<file path="config.mk">
export PLATFORM = sky130hd
export DESIGN_NAME = qsfp_sat_counter
export DESIGN_NICKNAME = d
export VERILOG_FILES = /design/src/rtl/qsfp_sat_counter.sv
export SDC_FILE = /design/constraint.sdc
export NUM_CORES = 1
export LEC_CHECK = 0
export CAP_MARGIN = 20
export CORE_MARGIN = 2
export CORE_UTILIZATION = 62
export CTS_BUF_LIST = sky130_fd_sc_hd__clkbuf_16
export CTS_CLUSTER_DIAMETER = 200
export CTS_CLUSTER_SIZE = 40
export DETAILED_ROUTE_END_ITERATION = 10
export DONT_BUFFER_PORTS = 1
export PLACE_DENSITY = 0.78
export SYNTH_ARGS = -nofsm -noshare
export SYNTH_HDL_FRONTEND = slang
export SYNTH_SLANG_ARGS = --single-unit
</file>
<file path="constraint.sdc">
create_clock -name clk -period 2.5 [get_ports clk]
set_input_delay 0.375 -clock clk [delete_from_list [all_inputs] [get_ports clk]]
set_output_delay 0.375 -clock clk [all_outputs]
set_load 0.01 [all_outputs]
</file>
<file path="src/rtl/qsfp_sat_counter.sv">
// Saturating up-counter with a synchronous clear that wins over a same-cycle increment.
module qsfp_sat_counter #(
  parameter int WIDTH = 32
) (
  input  logic             clk,
  input  logic             reset,
  input  logic             inc,
  input  logic             clr,
  output logic [WIDTH-1:0] count
);

  always_ff @(posedge clk) begin
    if (reset || clr) begin
      count <= '0;
    end else if (inc && (count != '1)) begin
      count <= count + 1'b1;
    end
  end

endmodule

</file>
# ---- Word-level counts from Yosys, hierarchy flattened
# Cells that the tools add are included.
# W data, S select, Z words.
dict set report word_totals {
  ff_bits 32
  latchBits 0
  mem_bits_rw 0
  rom_bits 0
  output_inout_bits 32
  n_memories 0
}
dict set report classes {
  n_addsub 1
  multipliers 0
  div_mod_pow 0
  n_lt_le_gt_ge 0
  n_eq_ne 1
  shift 0
  n_mux 0
  bitwise_logic 0
  reduce_logical 2
}
# operator count
set ops {}
lappend ops {{$add A32 B1 Y32 const B} 1}
lappend ops {{$ne A32 B32 Y1 const B} 1}
lappend ops {{$logic_and A1 B1 Y1} 1}
lappend ops {{$logic_or A1 B1 Y1} 1}

# ---- Depth between registers and ports, before layout
# Gate-level depths: netlist of run 1.
dict set report depth {
  ltp_word 2
  depth_mapped 8
}

# ---- Least setup slack after synthesis of run 1
# No wires, ideal clock.
dict set report synth_timing {
  kind {register to register}
  startpoint {register count[0]}
  endpoint {register count[1]}
  setup_ns 0.130
  t_arrival_ns 1.814
  t_required_ns 2.370
  path_slack_ns 0.556
  path_stages_with_launch 9
  path_buffers 2
  synth_period_minus_slack_ns 1.944
  path_cell_list {dfxtp_1 > ha_1 > and3_2 > nand4_2 > o31ai_4 > buf_6 > buf_6 > mux2i_1 > nor2_1}
}
dict set report synth_between {
  elab_chain_cells 2
  word_cells_on_any_way 3
}
# element line_no
set synth_rtl {}
lappend synth_rtl {{start, declared} 9} ;# output logic [WIDTH-1:0] count
lappend synth_rtl {{start signal, assigned} 16} ;# count <= count + 1'b1;
lappend synth_rtl {{parallel branches: the longest is 2 deep, another holds $add A32 B1 Y32} -}
# Several ways; the timed one is not identified.
# A chain may end at the register's enable or synchronous reset.

# ---- Final worst setup path of run 1
dict set report layout_timing {
  startpoint {register count[17]}
  endpoint {register count[23]}
}
# Same word-level chain as after synthesis.

==> key figures, run 1 <==
Outcome
  – Status: finished clean

Timing
  – Minimum clock period after layout: 2.19 ns
  – Setup-failing EPs final: 0
  – RSZ-0062 raised after global routing: false
  – Max Freq: 0.458 GHz
  – Fin crit share: 87.4%
  – Clock skew: 0.00411 ns
  – Slew HR: 54.4%
  – Least-Margin Pin Slew: 0.684 ns
  – Final hold violations: 0
  – Setup TNS: 0 ns
  – Max Slew Vio Count: 0

Die
  – Top Ports: 36
  – Die area: around 3100 um^2
  – Initial core utilization: 66.7%
  – Die Width: 56.1 um
  – Chip height: 56.1 um
  – Rows: 18
  – Core area: 2520 um^2

Yosys
  – Post-synth EDFFs: 0
  – Mapped Cells: 189
  – Post-synth cell types: 36
  – Syn. warnings: 0
  – Synthesized area: 1680 um^2
  – Yosys top cell area share: between 30% and 40%
  – Top cells by count, synth: 32 x dfxtp_1, 22 x a21oi_1, 15 x or3_1
  – Synth area leader: dfxtp_1
  – Sequential-to-total area share from yosys stat: 38.1%
  – Avg Inst Size Synth: a little under 9 um^2
  – Post-Syn Nets: ~190
  – Yosys reg bits: 32
  – Top FF cell, synth: dfxtp_1
  – Count leader, synth: dfxtp_1
  – Synth area leaders: dfxtp_1 38%, a21oi_1 6.5%, or3_1 5.6%
  – Asr flop ratio synth: 0%

Pwr
  – Sequential fraction of design power: ~47%
  – Combinational Power Share: around 2.1%
  – PD cells: 604 nW/um^2
  – Peak VDD IR: 517 uV
  – Int Pwr: 0.879 mW
  – Static Leak: 0.494 nW
  – Power share of the clock group: 51.4%
  – NetSw: 0.223 mW
  – Power, Total: 1.10 mW
  – Switch share: 20.3%

Clock tree
  – Inserted Clock Buffers: 5
  – CTS tree: done
  – CTS Hold Bufs: 0
  – CTS Root Cell: clkbuf_16
  – Maximum clock path buffer count: 2
  – CTS Sinks: 32
  – CTS HTree Levels: 2
  – PostCTS Resize Cnt: 0
  – Latest clock arrival within the worst-skew pair: 0.27 ns
  – Worst-path clk slew: 0.05 ns
  – Setup Fix Bufs, Post-CTS: 0

Critical path
  – CP arrival: 2.31 ns
  – Max stage delay on crit path: 0.58 ns
  – CP Launch Type: flip-flop
  – Slowest cell on the critical path: or4_4
  – Critical-path cell list: nand2_2 -> or4_4 -> o311ai_4 -> or3_2 -> a21oi_2
  – CP Class: reg2reg
  – Worst EP required: 2.63 ns
  – Crit Path Max Fanout: 16
  – CP Capture Type: flip-flop

Drt
  – Mean routed wirelength per cell: 16.2 um
  – Initial DRC count: 56
  – Vias/cell: 6.82
  – 1st-pass router iterations: 4
  – ANT nets after route: 0
  – Vias: 1520
  – DRC: 0
  – Final WL: 3.62 mm

Final layout
  – NumNets Final: between 150 and 200
  – Regs by FF count: count (32)
  – Synthesis-to-finish area growth: 8.41%
  – Largest reg by FF count: count
  – Largest register FFs: 32
  – Final instance area: 1820 um^2
  – Fraction of layout cells with a size suffix above 1: 19.2%
  – # diodes: 0
  – Post-Route Utilization: 72.3%

Placement
  – Area after detailed placement: 1680 um^2
  – Port-buffer cells: 0
  – Detailed Place HPWL: between 2 and 2.5 mm
  – RD Place Congestion: 0.879

Global routing
  – Initial antenna violation count: 0
  – GRT Util Overall: 24.5%
  – First-pass GRT wire length: 6.22 mm
  – GRT overflow: 0
  – Vias in the first global route: 1374
  – Largest net degree at the start of global routing: 33

Worst hold path
  – Hold Crit Class: in2reg

Flow run
  – Maxcap violations: 0
[routing by layer]
| metal | wire length (um) | GRT usage, % |
|---|---|---|
| met1 | 1550 | 30.2 |
| met2 | 1780 | 40.5 |
| met3 | 225 | 6.51 |
| met4 | 59 | 9.52 |
| met5 | 0 | 0 |
[worst max-delay path: cells and delay by family, from the launching register on]
family,cells,cell delay [ns]
flip-flops,1,0.50
AO/OA/AOI/OAI,2,0.61
AND/OR/NAND/NOR,3,0.92
[stage by stage]
| step | hold WS [ns] | std cells | setup WS [ns] |
|---|---|---|---|
| after global placement | 0.528 | 215 | 0.393 |
| final | 0.273 | 223 | 0.315 |
| after detailed placement | 0.542 | 215 | 0.332 |
| after floorplan | 0.508 | 189 | 0.556 |
| after CTS | 0.269 | 223 | 0.330 |
| after global routing | 0.276 | 223 | 0.188 |
[power by group through the flow]
stage / clock (mW) / sequential (mW) / combinational, mW
final: 0.566 / 0.512 / 0.0235
after global routing: 0.597 / 0.512 / 0.0261
after CTS: 0.573 / 0.512 / 0.0236
after detailed placement: 0 / 0.523 / 0.0235
after global placement: 0 / 0.523 / 0.0229
after floorplan: 0 / 0.524 / 0.0200
[cell usage in the layout (no fill, tap or decap), drive strengths merged]
cell / synthesis / routed
dfxtp: 32 / 32
a21oi: 29 / 29
or3: 19 / 19
o21ai: 19 / 19
nand2: 14 / 14
nand3: 11 / 11
o31ai: 11 / 11
or4: 10 / 10
nand4: 9 / 9
and4: 7 / 7
clkbuf: 3 / 5
inv: 4 / 4
nor2: 4 / 4
buf: 4 / 4
and3: 3 / 3
clkinv: 0 / 3
o311ai: 2 / 2
or2: 2 / 2
and2: 1 / 1
mux2i: 1 / 1
xor2: 1 / 1
xnor2: 1 / 1
ha: 1 / 1
[cells by family after synthesis]
family,after synthesis,synth area share (%)
simple gates,80,30.1
mux,1,0.595
fa+ha+maj,1,0.744
compound gates,61,24.7
buf+inv,12,4.76
flops,32,38.1
xor+xnor,2,1.04
[final timing paths]
path | from | endpoint | slack (ns) | cells past startpoint
worst max-delay path | count[17] | count[23] | 0.31 | 5
worst min register to register | count[7] | count[7] | 0.54 | 2
worst min-delay path | inc | count[16] | 0.27 | 2
worst max register to register | count[17] | count[23] | 0.31 | 5
[area by class of cell]
| class | instances | area, um^2 |
|---|---|---|
| Multi-Input combinational cell | 145 | 961 |
| Clock buffer | 5 | 125 |
| Clock inverter | 3 | 13.8 |
| Inverter | 4 | 15.0 |
| Timing Repair Buffer | 4 | 30.0 |
| Tap cell | 30 | 37.5 |
| Sequential cell | 32 | 641 |
| Fill cell | 202 | 699 |
No activity file was read; power rests on OpenSTA's default activity.
==> inputs of run 2 (changes only) <==
--- a/config.mk
+++ b/config.mk
@@ -13,6 +13,8 @@
 export CTS_CLUSTER_SIZE = 40
 export DETAILED_ROUTE_END_ITERATION = 10
 export DONT_BUFFER_PORTS = 1
+export GPL_ROUTABILITY_DRIVEN = 0
+export GPL_TIMING_DRIVEN = 0
 export PLACE_DENSITY = 0.78
 export SYNTH_ARGS = -nofsm -noshare
 export SYNTH_HDL_FRONTEND = slang
==> run 2 against run 1 <==
  * Via count down 0.72%
  * Clock-buffer cell count unchanged
  * Clock skew up 0.0025 ns
  * Critical path depth up 3
  * Critical path type unchanged
  * Critical endpoint is now count[1]
  * Largest cell class unchanged
==> key figures, run 2 (same netlist as run 1, synthesis figures left out) <==
Outcome
  – Status: finished clean

Die
  – Top Ports: 36
  – Initial core utilization: between 60% and 70%
  – Rows: 18
  – Die Width: 56.1 um
  – Core area: about 2500 um^2
  – Die area: 3140 um^2
  – Chip height: approximately 56 um

Timing
  – Max Slew Vio Count: 0
  – Final hold violations: 0
  – Worst hold slack: 0.269 ns
  – Final worst slack: about 0.28 ns
  – Fin crit share: 88.7%
  – Slew HR: around 52%
  – Setup TNS: 0 ns
  – RSZ-0062 raised after global routing: false
  – Minimum clock period after layout: 2.22 ns
  – Max Freq: between 0.4 and 0.5 GHz
  – Clock skew: approximately 0.0066 ns
  – Setup-failing EPs final: 0
  – Least-Margin Pin Slew: 0.708 ns

Critical path
  – Flop-to-flop setup slack: 0.28 ns
  – FF-to-FF Start: count[0]
  – R2r endpoint: count[1]
  – CP Launch Type: flip-flop
  – CP arrival: 2.36 ns
  – R2R cell count: 8
  – Worst EP required: 2.65 ns
  – Crit Path Max Fanout: 10
  – CP Capture Type: flip-flop
  – CP Class: reg2reg

Worst hold path
  – Hold EP: count[16]
  – Hold Path Origin: inc
  – Hold Crit Class: in2reg
  – Hold Crit Depth: 2

Pwr
  – Static Leak: 0.520 nW
  – PD cells: roughly 650 nW/um^2
  – Peak VDD IR: 625 uV

Final layout
  – Largest reg by FF count: count
  – NumNets Final: 201
  – Fraction of layout cells with a size suffix above 1: between 10% and 20%
  – Synthesis-to-finish area growth: 12.0%
  – Area of the multi-input gates: 961 um^2
  – Leading cell types in the layout, fill and taps excluded: 32 x dfxtp_1, 22 x a21oi_1, 15 x or3_1, 12 x nand2_1, 11 x nand3_1
  – Layout filler cell count: 174
  – # diodes: 0
  – Largest register FFs: 32
  – Regs by FF count: count (32)
  – Register area: 641 um^2
  – Most common cell after layout, fill and taps aside: dfxtp_1
  – Post-Route Utilization: roughly three quarters

Placement
  – Place WS: between 0.2 and 0.3 ns
  – Port-buffer cells: 0
  – Detailed Place HPWL: 2.63 mm

Global routing
  – First-pass GRT wire length: 6.35 mm
  – GRT overflow: 0
  – Initial antenna violation count: 0
  – GRT Util Overall: 25.6%
  – Vias in the first global route: 1426
  – Largest net degree at the start of global routing: 11

Drt
  – DRC: 0
  – Initial DRC count: 104
  – Vias: 1509
  – Vias/cell: between 6 and 7
  – 1st-pass router iterations: 4
  – Mean routed wirelength per cell: 17.3 um
  – Final WL: 3.93 mm
  – ANT nets after route: 0

Flow run
  – Maxcap violations: 0

Clock tree
  – CTS Hold Bufs: 0
  – PostCTS Resize Cnt: 0
  – CTS Sinks: 32
  – CTS HTree Levels: 2
  – Setup Fix Bufs, Post-CTS: 0
  – CTS tree: done
  – Worst-path clk slew: 0.05 ns
  – Latest clock arrival within the worst-skew pair: roughly 0.28 ns
  – Inserted Clock Buffers: 5
  – Maximum clock path buffer count: 2
  – CTS Root Cell: clkbuf_16
[run 2: changes by cell type in the layout (fill, tap and decap cells not counted)]
cell / before / now
bufinv_16: 0 / 1
inv_1: 4 / 5
clkinv_2: 2 / 1
buf_4: 4 / 0
clkbuf_1: 0 / 3
buf_6: 0 / 4
clkinv_1: 1 / 0
dlygate4sd1_1: 0 / 1
[run 2: worst max-delay path, stage by stage, from the launching register on]
cell and delay, ns:
dfxtp_1 0.47, ha_1 0.23, and3_2 0.22, nand4_2 0.17, o31ai_4 0.39, buf_6 0.19, buf_6 0.15, mux2i_1 0.20
nor2_1 0.06
[run 2: cell type report]
type,instances,area share (%)
buffer,8,3.46
inverter,4,0.797
clock inverter,3,2.06
clock buffer,5,6.64
multi-input combinational,145,51.0
sequential,32,34.0
tap,30,1.99
[run 2: power by group]
| group | leakage, nW | switching (mW) | internal, mW |
|---|---|---|---|
| registers | 0.258 | 0.00238 | 0.512 |
| logic | 0.177 | 0.0180 | 0.00846 |
| clock network | 0.0850 | 0.211 | 0.463 |
[run 2: metal layers]
metal  GRT usage [%]  wire, um
met5               0         0
met4            13.3        64
met3            9.07       274
met2            40.5      1900
met1            30.5      1690
[run 2: metrics by stage]
| stage | cells | instance area, um^2 | power [mW] |
|---|---|---|---|
| 5_1_grt | 227 | 1880 | 1.24 |
| 6_report | 227 | 1880 | 1.21 |
| 4_1_cts | 227 | 1880 | 1.22 |
| 3_5_place_dp | 219 | 1720 | 0.551 |
| 2_1_floorplan | 189 | 1680 | 0.544 |
| 3_3_place_gp | 219 | 1720 | 0.551 |
[run 2: worst max path at each step]
| stage | from | endpoint | slack (ns) | depth (start not counted) |
|---|---|---|---|---|
| detailed placement | count[0] | count[1] | 0.29 | 8 |
| global route | count[0] | count[1] | 0.12 | 8 |
| CTS | count[0] | count[1] | 0.28 | 8 |
| floorplan | count[0] | count[1] | 0.56 | 8 |
| finish | count[0] | count[1] | 0.28 | 8 |
| global placement | count[0] | count[1] | 0.32 | 8 |
==> inputs of run 3 (changes only) <==
--- a/config.mk
+++ b/config.mk
@@ -6,7 +6,6 @@
 export NUM_CORES = 1
 export LEC_CHECK = 0
 export CAP_MARGIN = 20
-export CORE_MARGIN = 2
 export CORE_UTILIZATION = 62
 export CTS_BUF_LIST = sky130_fd_sc_hd__clkbuf_16
 export CTS_CLUSTER_DIAMETER = 200
@@ -16,6 +15,7 @@
 export GPL_ROUTABILITY_DRIVEN = 0
 export GPL_TIMING_DRIVEN = 0
 export PLACE_DENSITY = 0.78
+export SKIP_LAST_GASP = 1
 export SYNTH_ARGS = -nofsm -noshare
 export SYNTH_HDL_FRONTEND = slang
 export SYNTH_SLANG_ARGS = --single-unit
==> run 3 against run 2 <==
  * Sequential power barely moved
  * Sequential share of layout area rose by 0.46 points
  * Sequential cell count did not move
  * Final cell count unchanged
  * Register-to-register slack got worse by 0.05 ns
  * Routed wire length increased by 5.0%
  * Combinational power is 3% higher
  * Highest routed layer unchanged
==> key figures, run 3 (same netlist as run 1, synthesis figures left out) <==
Global routing
  – GRT Util Overall: 30.7%
  – Vias in the first global route: 1381
  – Largest net degree at the start of global routing: 11
  – First-pass GRT wire length: 6.27 mm
  – GRT overflow: 0
  – Initial antenna violation count: 0

Pwr
  – NetSw: 0.239 mW
  – Switch share: approximately a fifth
  – Combinational Power Share: 2.4%
  – Int Pwr: 0.881 mW
  – Power share of the clock group: 51.7%
  – Static Leak: 0.506 nW
  – PD cells: ~600 nW/um^2
  – Sequential fraction of design power: approximately 46%
  – Peak VDD IR: 559 uV

Critical path
  – Flop-to-flop setup slack: around 0.23 ns
  – CP top delay family: flip-flops
  – Most used cell, CP: buf_6
  – Worst EP required: 2.65 ns
  – CP startpoint: count[0]
  – Max stage delay on crit path: 0.46 ns
  – R2r endpoint: count[1]
  – Slowest cell on the critical path: dfxtp_1
  – R2R cell count: 8
  – Crit Path Max Fanout: 10
  – Critical-path cell list: ha_1 -> and3_2 -> nand4_2 -> o31ai_4 -> buf_6 -> buf_6 -> mux2i_1 -> nor2_1
  – CP Launch Type: flip-flop
  – CP Class: reg2reg
  – CP Capture Type: flip-flop
  – FF-to-FF Start: count[0]
  – CP arrival: 2.42 ns
  – Worst Path Buf+Inv: 2

Timing
  – Least-Margin Pin Slew: around 0.77 ns
  – Slew HR: 48.1%
  – Clock skew: between 0.002 and 0.0025 ns
  – Setup TNS: 0 ns
  – Max Freq: 0.440 GHz
  – Max Slew Vio Count: 0
  – Setup-failing EPs final: 0
  – Minimum clock period after layout: 2.27 ns
  – Final hold violations: 0
  – Fin crit share: approximately nine tenths
  – RSZ-0062 raised after global routing: false

Die
  – Initial core utilization: 66.7%
  – Die Width: 54.1 um
  – Die area: 2920 um^2
  – Rows: 18
  – Core area: ~2500 um^2
  – Chip height: 54.1 um
  – Top Ports: 36

Drt
  – Wire length on met1: 1.81 mm
  – Initial DRC count: 46
  – Final WL: 4.12 mm
  – Vias: about 1600
  – Routed met3 length: between 200 and 250 um
  – Vias/cell: ~6.9
  – WL met2: 2.01 mm
  – Top sig layer: met4
  – 1st-pass router iterations: 4
  – ANT nets after route: 0
  – Mean routed wirelength per cell: between 15 and 20 um
  – DRC: 0

Clock tree
  – Worst-path clk slew: approximately 0.05 ns
  – Inserted Clock Buffers: 5
  – Latest clock arrival within the worst-skew pair: 0.28 ns
  – CTS Root Cell: clkbuf_16
  – CTS tree: done
  – PostCTS Resize Cnt: 0
  – Maximum clock path buffer count: 2
  – CTS Hold Bufs: 0
  – CTS Sinks: 32
  – Setup Fix Bufs, Post-CTS: 0
  – CTS HTree Levels: 2

Worst hold path
  – Hold EP: count[16]
  – Hold Crit Depth: 2
  – Hold Path Origin: inc
  – Hold Crit Class: in2reg

Outcome
  – Status: finished clean

Final layout
  – Layout filler cell count: 198
  – Leading cell types in the layout, fill and taps excluded: 32 x dfxtp_1, 22 x a21oi_1, 15 x or3_1, 12 x nand2_1, 11 x nand3_1
  – Post-Route Utilization: between 70 and 80%
  – Largest register FFs: 32
  – Regs by FF count: count (32)
  – NumNets Final: 201
  – # diodes: 0
  – Area of the multi-input gates: slightly below 1000 um^2
  – Synthesis-to-finish area growth: 10.5%
  – Largest reg by FF count: count
  – Fraction of layout cells with a size suffix above 1: 18.8%
  – Register area: 641 um^2
  – Most common cell after layout, fill and taps aside: dfxtp_1

Flow run
  – Maxcap violations: 0

Placement
  – Detailed Place HPWL: ~2.8 mm
  – Port-buffer cells: 0
==> run 3: worst reg2reg max path: stages, from the launching register on <==
cell	delay [ns]
dfxtp_1	0.46
ha_1	0.24
and3_2	0.23
nand4_2	0.19
o31ai_4	0.42
buf_6	0.20
buf_6	0.15
mux2i_1	0.21
nor2_1	0.05
==> run 3: metrics by stage <==
stage / cells / instance area, um^2 / hold WS (ns) / power (mW) / setup WS (ns)
2_1_floorplan: 189 / 1680 / 0.508 / 0.544 / 0.556
3_3_place_gp: 219 / 1720 / 0.526 / 0.551 / 0.326
3_5_place_dp: 219 / 1720 / 0.544 / 0.551 / 0.257
4_1_cts: 227 / 1860 / 0.271 / 1.12 / 0.239
5_1_grt: 227 / 1860 / 0.288 / 1.14 / 0.0707
6_report: 227 / 1860 / 0.269 / 1.12 / 0.228
==> run 3: final cells by class <==
class,count,area share [%]
Multi-Input combinational cell,145,51.7
Tap cell,30,2.02
Buffer,8,3.50
Sequential cell,32,34.5
Clock buffer,5,6.73
Inverter,4,0.808
Clock inverter,3,0.741
==> run 3: power groups by stage <==
stage                     registers, mW  clock network (mW)  logic [mW]
after floorplan                   0.524                   0      0.0200
after global placement            0.525                   0      0.0259
after detailed placement          0.525                   0      0.0269
after CTS                         0.514               0.577      0.0269
after global routing              0.514               0.600      0.0297
final                             0.514               0.579      0.0272
==> run 3: worst max path at each step <==
stage                     endpoint  depth (start not counted)
after floorplan           count[1]                          8
after global placement    count[1]                          8
after detailed placement  count[1]                          8
after CTS                 count[1]                          8
after global routing      count[1]                          8
final                     count[1]                          8
==> run 3: per-layer routing <==
layer,up-vias,GRT usage (%)
met3,8,11.0
met2,68,50.6
li1,744,-
met4,0,13.7
met5,-,0
met1,755,35.5
